[src/rtl/dlx_pipe_pkg.sv]
// dlx_pipe_pkg: shared pipeline-stage state encoding and MEM/WB bundle layout
package dlx_pipe_pkg;
  localparam logic [1:0] ST_EMPTY = 2'b00;
  localparam logic [1:0] ST_BUSY  = 2'b01;
  localparam logic [1:0] ST_FULL  = 2'b10;
  typedef enum logic [1:0] {EMPTY = ST_EMPTY, BUSY = ST_BUSY, FULL = ST_FULL} state_t;
  localparam int RW_W         = 5;
  localparam int ALU_DATA_W   = 32;
  localparam int MEM_DATA_W   = 32;
  localparam int WB_CTRL_W    = 2;
  localparam int RW_LSB       = 0;
  localparam int ALU_DATA_LSB = RW_LSB + RW_W;
  localparam int MEM_DATA_LSB = ALU_DATA_LSB + ALU_DATA_W;
  localparam int WB_CTRL_LSB  = MEM_DATA_LSB + MEM_DATA_W;
  localparam int MEMWB_W      = WB_CTRL_LSB + WB_CTRL_W;
  function automatic logic [MEMWB_W-1:0] pack_memwb(
    input logic [WB_CTRL_W-1:0]  ctrl,
    input logic [MEM_DATA_W-1:0] mem,
    input logic [ALU_DATA_W-1:0] alu,
    input logic [RW_W-1:0]       rw
  );
    return {ctrl, mem, alu, rw};
  endfunction
endpackage

[src/rtl/pipe_data_reg.sv]
// pipe_data_reg: payload register with async active-low reset, load enable and sync clear
module pipe_data_reg #(
  parameter int WIDTH = 71,
  parameter logic [WIDTH-1:0] RESET_VAL = '0
) (
  input  logic             clk,
  input  logic             reset,
  input  logic             ld,
  input  logic             clr,
  input  logic [WIDTH-1:0] d,
  output logic [WIDTH-1:0] q
);
  // clear wins over load so a squashed stage never captures new data
  always_ff @(posedge clk or negedge reset)
    if (!reset) q <= RESET_VAL;
    else if (clr) q <= RESET_VAL;
    else if (ld) q <= d;
endmodule

[src/rtl/pipe_stage_reg.sv]
// pipe_stage_reg: valid/ready pipeline stage with optional skid buffer, flush and stall counter
module pipe_stage_reg
  import dlx_pipe_pkg::*;
#(
  parameter int WIDTH = 71,
  parameter int SKID = 1,
  parameter logic [WIDTH-1:0] RESET_VAL = '0,
  parameter int CLEAR_ON_FLUSH = 1,
  parameter int CNT_W = 16
) (
  input  logic             clk,
  input  logic             reset,
  input  logic             flush,
  input  logic             in_valid,
  output logic             in_ready,
  input  logic [WIDTH-1:0] in_data,
  output logic             out_valid,
  input  logic             out_ready,
  output logic [WIDTH-1:0] out_data,
  output logic [CNT_W-1:0] stall_cnt,
  input  logic             stall_clr
);
  state_t st, st_nx;
  logic ov_q, ir_q, in_fire, out_fire, main_ld, skid_ld, clr;
  logic [WIDTH-1:0] skid_q, main_d;
  assign in_ready  = (SKID != 0) ? ir_q : (!ov_q | out_ready);
  assign out_valid = ov_q;
  assign in_fire   = in_valid & in_ready & !flush;
  assign out_fire  = ov_q & out_ready;
  assign clr       = flush & (CLEAR_ON_FLUSH != 0);
  assign main_d    = (st == FULL) ? skid_q : in_data;
  // next state and register load enables; flush overrides everything
  always_comb begin
    st_nx   = st;
    main_ld = 1'b0;
    skid_ld = 1'b0;
    if (flush) st_nx = EMPTY;
    else if (st == FULL) begin
      st_nx   = out_fire ? BUSY : FULL;
      main_ld = out_fire;
    end else if (in_fire & (st == EMPTY | out_fire)) begin
      st_nx   = BUSY;
      main_ld = 1'b1;
    end else if (in_fire) begin
      st_nx   = FULL;
      skid_ld = 1'b1;
    end else if (out_fire) st_nx = EMPTY;
  end
  // state, valid and ready flops; ready is registered so it never sees out_ready
  always_ff @(posedge clk or negedge reset)
    if (!reset) begin
      st   <= EMPTY;
      ov_q <= 1'b0;
      ir_q <= 1'b1;
    end else begin
      st   <= st_nx;
      ov_q <= st_nx != EMPTY;
      ir_q <= st_nx != FULL;
    end
  // saturating count of cycles where downstream holds off a valid bundle
  always_ff @(posedge clk or negedge reset)
    if (!reset) stall_cnt <= '0;
    else if (stall_clr) stall_cnt <= '0;
    else if (ov_q & !out_ready & ~&stall_cnt) stall_cnt <= stall_cnt + 1'b1;
  pipe_data_reg #(.WIDTH(WIDTH), .RESET_VAL(RESET_VAL)) u_main (
    .clk(clk), .reset(reset), .ld(main_ld), .clr(clr), .d(main_d), .q(out_data)
  );
  if (SKID != 0) begin : g_skid
    pipe_data_reg #(.WIDTH(WIDTH), .RESET_VAL(RESET_VAL)) u_skid (
      .clk(clk), .reset(reset), .ld(skid_ld), .clr(clr), .d(in_data), .q(skid_q)
    );
  end else begin : g_noskid
    assign skid_q = RESET_VAL;
  end
endmodule
[config.mk]
export PLATFORM = sky130hd
export DESIGN_NAME = pipe_stage_reg
export DESIGN_NICKNAME = d
export VERILOG_FILES = /design/src/rtl/dlx_pipe_pkg.sv /design/src/rtl/pipe_data_reg.sv /design/src/rtl/pipe_stage_reg.sv
export SDC_FILE = /design/constraint.sdc
export NUM_CORES = 1
export LEC_CHECK = 0
export CAP_MARGIN = 20
export CORE_UTILIZATION = 32
export CTS_CLUSTER_SIZE = 25
export DETAILED_ROUTE_END_ITERATION = 6
export PLACE_DENSITY = 0.51
export SYNTH_ARGS = -nofsm -noshare
export SYNTH_HDL_FRONTEND = slang
export SYNTH_SLANG_ARGS = --single-unit
export TNS_END_PERCENT = 20
[constraint.sdc]
create_clock -name clk -period 2.1 [get_ports clk]
set_input_delay 0.315 -clock clk [delete_from_list [all_inputs] [get_ports clk]]
set_output_delay 0.315 -clock clk [all_outputs]
set_load 0.005 [all_outputs]
==> results of run 1 <==
## power by group
group | internal (mW) | switching, mW
Sequential | 3.35 | 0.155
Combinational | 0.785 | 0.730
Clock | 1.76 | 1.39
## state kept, by name (all words and copies together), names as in the netlist
name and flops:
g_skid.u_skid.q 71, u_main.q 71, stall_cnt 16, st 2, in_ready 1, out_valid 1
## kinds of logic (layout without fill, tap and decap cells)
| kind of cell | after synthesis | count (layout) | share of synthesized area (%) |
|---|---|---|---|
| fa+ha+maj | 1 | 1 | 0.1627 |
| flops | 162 | 162 | 52.74 |
| compound gates | 174 | 174 | 14.34 |
| simple gates | 309 | 309 | 22.16 |
| mux | 39 | 39 | 5.077 |
| buf+inv | 110 | 274 | 5.517 |
## timing repair
action,in CTS,in global routing
endpoints found under the setup margin,0,0
hold endpoints to repair,45,0
hold buffers,1,0
## metal layers
layer  wire length, um  up-vias  share of wire [%]
li1                  -     3176                  -
met1             10910     3235                 48
met2             10760      156                 47
met3               951       16                4.2
met4               245        0                1.1
met5                 0        -                  0
## per-stage QoR
stage	cell area, um2	power, mW
final	10550	8.174
after CTS	10550	8.276
after detailed placement	9960	5.093
after global routing	10550	8.544
after floorplan	7689	4.184
after global placement	9960	5.089
## final cells by class
class / count / share of cell area, %
Tap cell: 319 / 3.783
Clock buffer: 17 / 4.032
Inverter: 34 / 1.210
Timing Repair Buffer: 208 / 20.15
Clock inverter: 15 / 1.482
Multi-Input combinational cell: 523 / 30.91
Sequential cell: 162 / 38.43
## cell usage in the layout (no fill, tap or decap), types with 2 or more instances in the layout
| master | Yosys | routed |
|---|---|---|
| nand3b_1 | 73 | 73 |
| inv_6 | 0 | 4 |
| nor2_1 | 35 | 34 |
| nand4_1 | 5 | 5 |
| nand3_1 | 47 | 47 |
| clkinvlp_4 | 0 | 5 |
| and4_2 | 2 | 2 |
| inv_1 | 34 | 34 |
| o21a_1 | 3 | 3 |
| clkdlybuf4s50_1 | 0 | 163 |
| bufinv_16 | 0 | 2 |
| o31ai_1 | 9 | 9 |
| a21oi_1 | 47 | 45 |
| and3_1 | 3 | 2 |
| nand2_1 | 48 | 47 |
| a211oi_1 | 71 | 71 |
| nor4_1 | 3 | 2 |
| buf_4 | 1 | 31 |
| clkbuf_16 | 0 | 17 |
| a21oi_4 | 0 | 2 |
| or4_1 | 10 | 10 |
| dfrtp_1 | 161 | 161 |
| o21bai_1 | 2 | 2 |
| or3_1 | 3 | 3 |
| mux2i_1 | 39 | 39 |
| o31a_1 | 2 | 2 |
| o21ai_0 | 36 | 36 |
| nor3_1 | 71 | 71 |
| buf_12 | 0 | 12 |
| clkinv_2 | 0 | 3 |
## Yosys cell counts
cell type / n / area, um2
nor4_1: 3 / 18.77
o21bai_1: 2 / 15.01
and2_1: 1 / 6.260
mux2i_1: 39 / 390.4
a31oi_1: 1 / 6.260
clkbuf_1: 69 / 259.0
o311ai_0: 1 / 8.760
and4_1: 1 / 8.760
inv_1: 34 / 127.6
nand2b_1: 1 / 6.260
o31ai_1: 9 / 67.56
or2_2: 1 / 6.260
and4_2: 2 / 20.02
nand4_2: 1 / 12.51
dfrtp_1: 161 / 4029
o41ai_1: 1 / 8.760
or4_2: 1 / 8.760
o21ai_0: 36 / 180.2
nand2_1: 48 / 180.2
buf_4: 1 / 7.510
a21oi_1: 47 / 235.2
a211oi_1: 71 / 533.0
nand4_1: 5 / 31.28
or3_1: 3 / 18.77
or4_1: 10 / 75.07
nand3_1: 47 / 235.2
nand3b_1: 73 / 548.0
nor2_1: 35 / 131.4
nor3_1: 71 / 355.3
buf_2: 6 / 30.03
o31a_1: 2 / 17.52
or4b_1: 1 / 10.01
ha_1: 1 / 12.51
nor2b_1: 2 / 12.51
o21a_1: 3 / 22.52
a21o_1: 1 / 7.510
dfstp_2: 1 / 26.28
and3_1: 3 / 18.77
## path summary, 6_finish.rpt
check | startpoint | end | slack [ns] | cells past startpoint
max in group asynchronous | reset | in_ready | 0.94 | 3
min in group clk | flush | in_ready | 0.43 | 4
hold reg to reg | g_skid.u_skid.q[31] | g_skid.u_skid.q[31] | 0.51 | 2
setup / recovery | stall_cnt[0] | stall_cnt[14] | 0.26 | 5
hold / removal | reset | g_skid.u_skid.q[19] | 0.39 | 2
setup reg to reg | stall_cnt[0] | stall_cnt[14] | 0.26 | 5
==> flow_summary.ini, run 1 <==
[setup_path]
start_kind = register
setup.worst_path.end_class = register
cpPeakStageDelay_ns = 0.50
crit_path_top_delay_cell = or4b_1
critical_path.top_delay_family = simple AND/OR/NAND/NOR gates
cp_num_buf_inv = 0
worstPathRequired_ns = 2.41
arrival_ns = 2.15
critPathMaxFanout = 5
path_cells = ha_1 -> nand3_1 -> or3_1 -> or4b_1 -> and3_1
crit_type = register to register

[clock_tree]
cts_setup_buffers = 0
path_clk_slew_ns = 0.07
cts_tree = built
clock_latency_ns = 0.43
h-tree-depth = 4
cts_max_path_buffers = 2
numCtsBuffers = 17
ctsResizeCount = 0
root_buffer = clkbuf_16
cts.sinks = 162

[synthesis]
synth_warnings = 0
syn_nets = 873
synth_cell_types = 38
seq_area_frac_synth_pct = 52.74
syn_area_per_cell_um2 = 9.671
ys_ff_latch = 162
syn-cell-area_mm2 = 0.007689
postSynthCellCount = 795

[floorplanning]
rows = 56
die_h_um = 157.0
die_width_um = 157.0
start_util_pct = 32.66
dieArea_mm2 = 0.02465
core_mm2 = 0.02354
ios = 166

[pwr]
p_leak_nw = 4.435
peakVddDrop_mv = 0.4927
power_density_mw_per_mm2 = 774.7

[place]
dpl.hpwl_um = 14450
dp_slack_ns = -0.04877
gp_congestion = 0.8018
placed_cells = 1245
port_buffers = 165

[sta]
fmax_ghz = 0.5433
tightestPinTransition_ns = 0.5370
setup_ws_ns = 0.2595
final.period_utilization_pct = 87.64
holdWs_ns = 0.3916
setup_tns_ns = 0
finalSetupViolations = 0
fin_skew_ns = 0.01168
period_minus_slack_ns = 1.841
slew_headroom_pct = 64.20
finalHoldViolCount = 0
grt_setup_unrepaired = no
maxSlewViolCount = 0

[cells_and_area]
seq_area_mm2 = 0.004055
multi_input_area_mm2 = 0.003262
final_nets = 1024
fin_util_pct = 44.82
num_antenna_cells = 0
syn_to_final_growth_pct = 37.23
finalNonFillerCells = 1278
drive_above_1_share_pct = 9.281
nFillCells = 2289

[global_route]
grt_util_met3_pct = 3.497
grt_pass1_wl_um = 36950
grt_busiest_layer = met2
grt_pass1_vias = 6568
grt.met1_usage_pct = 27.07
grt.total_usage_pct = 19.30
use_met2_pct = 30.58
overflow = 0
grt_max_degree = 55
antenna_found_initial = 1

[min_path]
min_path_type = input port to async pin

[detailed_routing]
totalWireLength_um = 22860
routedWlPerCell_um = 17.89
viasPerCell = 5.151
drt_pass1_iterations = 5
drtIter0Drc = 420
final_antenna_net_count = 0
via_count = 6583
drcViolationCount = 0

[job]
cap_violations = 0

[status]
status = complete, no violations
(Power assumes the default switching activity.)
==> inputs of run 2 (changes only) <==
--- a/config.mk
+++ b/config.mk
@@ -10,6 +10,7 @@
 export CTS_CLUSTER_SIZE = 25
 export DETAILED_ROUTE_END_ITERATION = 6
 export PLACE_DENSITY = 0.51
+export REMOVE_ABC_BUFFERS = 1
 export SYNTH_ARGS = -nofsm -noshare
 export SYNTH_HDL_FRONTEND = slang
 export SYNTH_SLANG_ARGS = --single-unit
==> flow_summary.ini, run 2 (synthesis results as in run 1) <==
[pwr]
pwr-share-comb_pct = 18.7
power_density_mw_per_mm2 = 769.3
switchingPower_mw = 2.208
p_seq_share_pct = 43.2
clkPwrFrac_pct = 38.1
p_leak_nw = 4.419
p_int_mw = 5.895
peakVddDrop_mv = 0.4367
swShare_pct = 27.25

[min_path]
min_path_type = input port to register

[sta]
period_minus_slack_ns = 1.922
finalSetupViolations = 0
tightestPinTransition_ns = 0.4258
final.period_utilization_pct = 91.52
finalHoldViolCount = 0
fin_skew_ns = 0.009926
setup_tns_ns = 0
maxSlewViolCount = 0
slew_headroom_pct = 71.61
grt_setup_unrepaired = no
fmax_ghz = 0.5203

[floorplanning]
die_width_um = 157.0
start_util_pct = 32.66
ios = 166
rows = 56
die_h_um = 157.0
dieArea_mm2 = 0.02465
core_mm2 = 0.02354

[detailed_routing]
totalWireLength_um = 22530
drtIter0Drc = 436
via_count = 6556
final_antenna_net_count = 0
drcViolationCount = 0
viasPerCell = 5.142
drt_pass1_iterations = 5
routedWlPerCell_um = 17.67

[clock_tree]
numCtsBuffers = 17
root_buffer = clkbuf_16
clock_latency_ns = 0.43
path_clk_slew_ns = 0.06
cts_tree = built
cts_max_path_buffers = 2
cts.sinks = 162
h-tree-depth = 4

[global_route]
grt_pass1_wl_um = 36550
antenna_found_initial = 0
grt.total_usage_pct = 19.15
overflow = 0
grt_pass1_vias = 6541
grt_max_degree = 87

[setup_path]
crit_type = register to register
setup.worst_path.end_class = register
arrival_ns = 2.24
start_kind = register
worstPathRequired_ns = 2.42
critPathMaxFanout = 6

[place]
placed_cells = 1242
port_buffers = 165
dpl.hpwl_um = 13960
gp_congestion = 0.7542

[cells_and_area]
reg_top3 = g_skid.u_skid.q: 71 flops, u_main.q: 71 flops, stall_cnt: 16 flops
final_nets = 1021
mostFrequentLayoutCell = clkdlybuf4s50_1
syn_to_final_growth_pct = 37.01
num_antenna_cells = 0
finalNonFillerCells = 1275
nFillCells = 2288
drive_above_1_share_pct = 8.682
final_cell_mix = 163 x clkdlybuf4s50_1, 161 x dfrtp_1, 73 x nand3b_1

[status]
status = complete, no violations

[job]
cap_violations = 0
-- run 2: path summary, 6_finish.rpt --
| path | cells past startpoint | startpoint | slack [ns] | to |
|---|---|---|---|---|
| hold reg to reg | 2 | g_skid.u_skid.q[33] | 0.51 | g_skid.u_skid.q[33] |
| setup reg to reg | 4 | stall_cnt[5] | 0.18 | stall_cnt[14] |
| max in group asynchronous | 3 | reset | 0.99 | g_skid.u_skid.q[50] |
| setup / recovery | 4 | stall_cnt[5] | 0.18 | stall_cnt[14] |
| hold / removal | 2 | flush | 0.31 | u_main.q[53] |
| min in group asynchronous | 2 | reset | 0.34 | u_main.q[18] |
-- run 2: cell type report --
class | instances | area [um2] | area share [%]
clock inverters | 12 | 135.1 | 1.283
repair buffers | 205 | 2116 | 20.09
flip-flops and latches | 162 | 4055 | 38.50
inverters | 34 | 127.6 | 1.212
clock buffers | 20 | 436.7 | 4.145
well taps | 319 | 399.1 | 3.789
multi-input cells | 523 | 3264 | 30.99
-- run 2: per-stage QoR --
step	instance area [um2]	power [mW]	hold WS (ns)	setup slack (ns)	util, %
2_1_floorplan	7392	4.146	0.01941	-3.634	-
3_3_place_gp	9952	5.088	0.2343	-0.01767	42.27
3_5_place_dp	9952	5.092	0.2300	-0.03947	42.27
4_1_cts	10530	8.216	0.2991	0.1973	44.74
5_1_grt	10530	8.486	0.3287	0.06210	44.74
6_report	10530	8.103	0.3136	0.1780	44.74
-- run 2: layer usage --
layer	GRT usage, %	part of all wire (%)	up-vias
li1	-	-	3170
met1	26.00	47	3173
met3	4.515	5.5	18
met4	5.135	1.2	0
met5	0	0	-
met2	30.41	47	195
-- run 2: critical path, stage by stage (launching register included) --
cell     delay [ns]
dfrtp_1        0.44
nand4_2        0.19
or3_1          0.50
or4b_1         0.51
and3_1         0.17
-- run 2: power groups by stage --
| stage | Sequential, mW | Clock (mW) | Combinational (mW) |
|---|---|---|---|
| after CTS | 3.50 | 3.17 | 1.54 |
| after floorplan | 3.54 | 0 | 0.607 |
| final | 3.50 | 3.09 | 1.51 |
| after global placement | 3.56 | 0 | 1.53 |
| after global routing | 3.53 | 3.29 | 1.66 |
| after detailed placement | 3.56 | 0 | 1.54 |
-- run 2: timing repair --
| action | in CTS | in global routing |
|---|---|---|
| hold endpoints to repair | 29 | 0 |
| hold buffers | 1 | 0 |
| gates resized for setup | 0 | 0 |
| setup buffers | 0 | 0 |
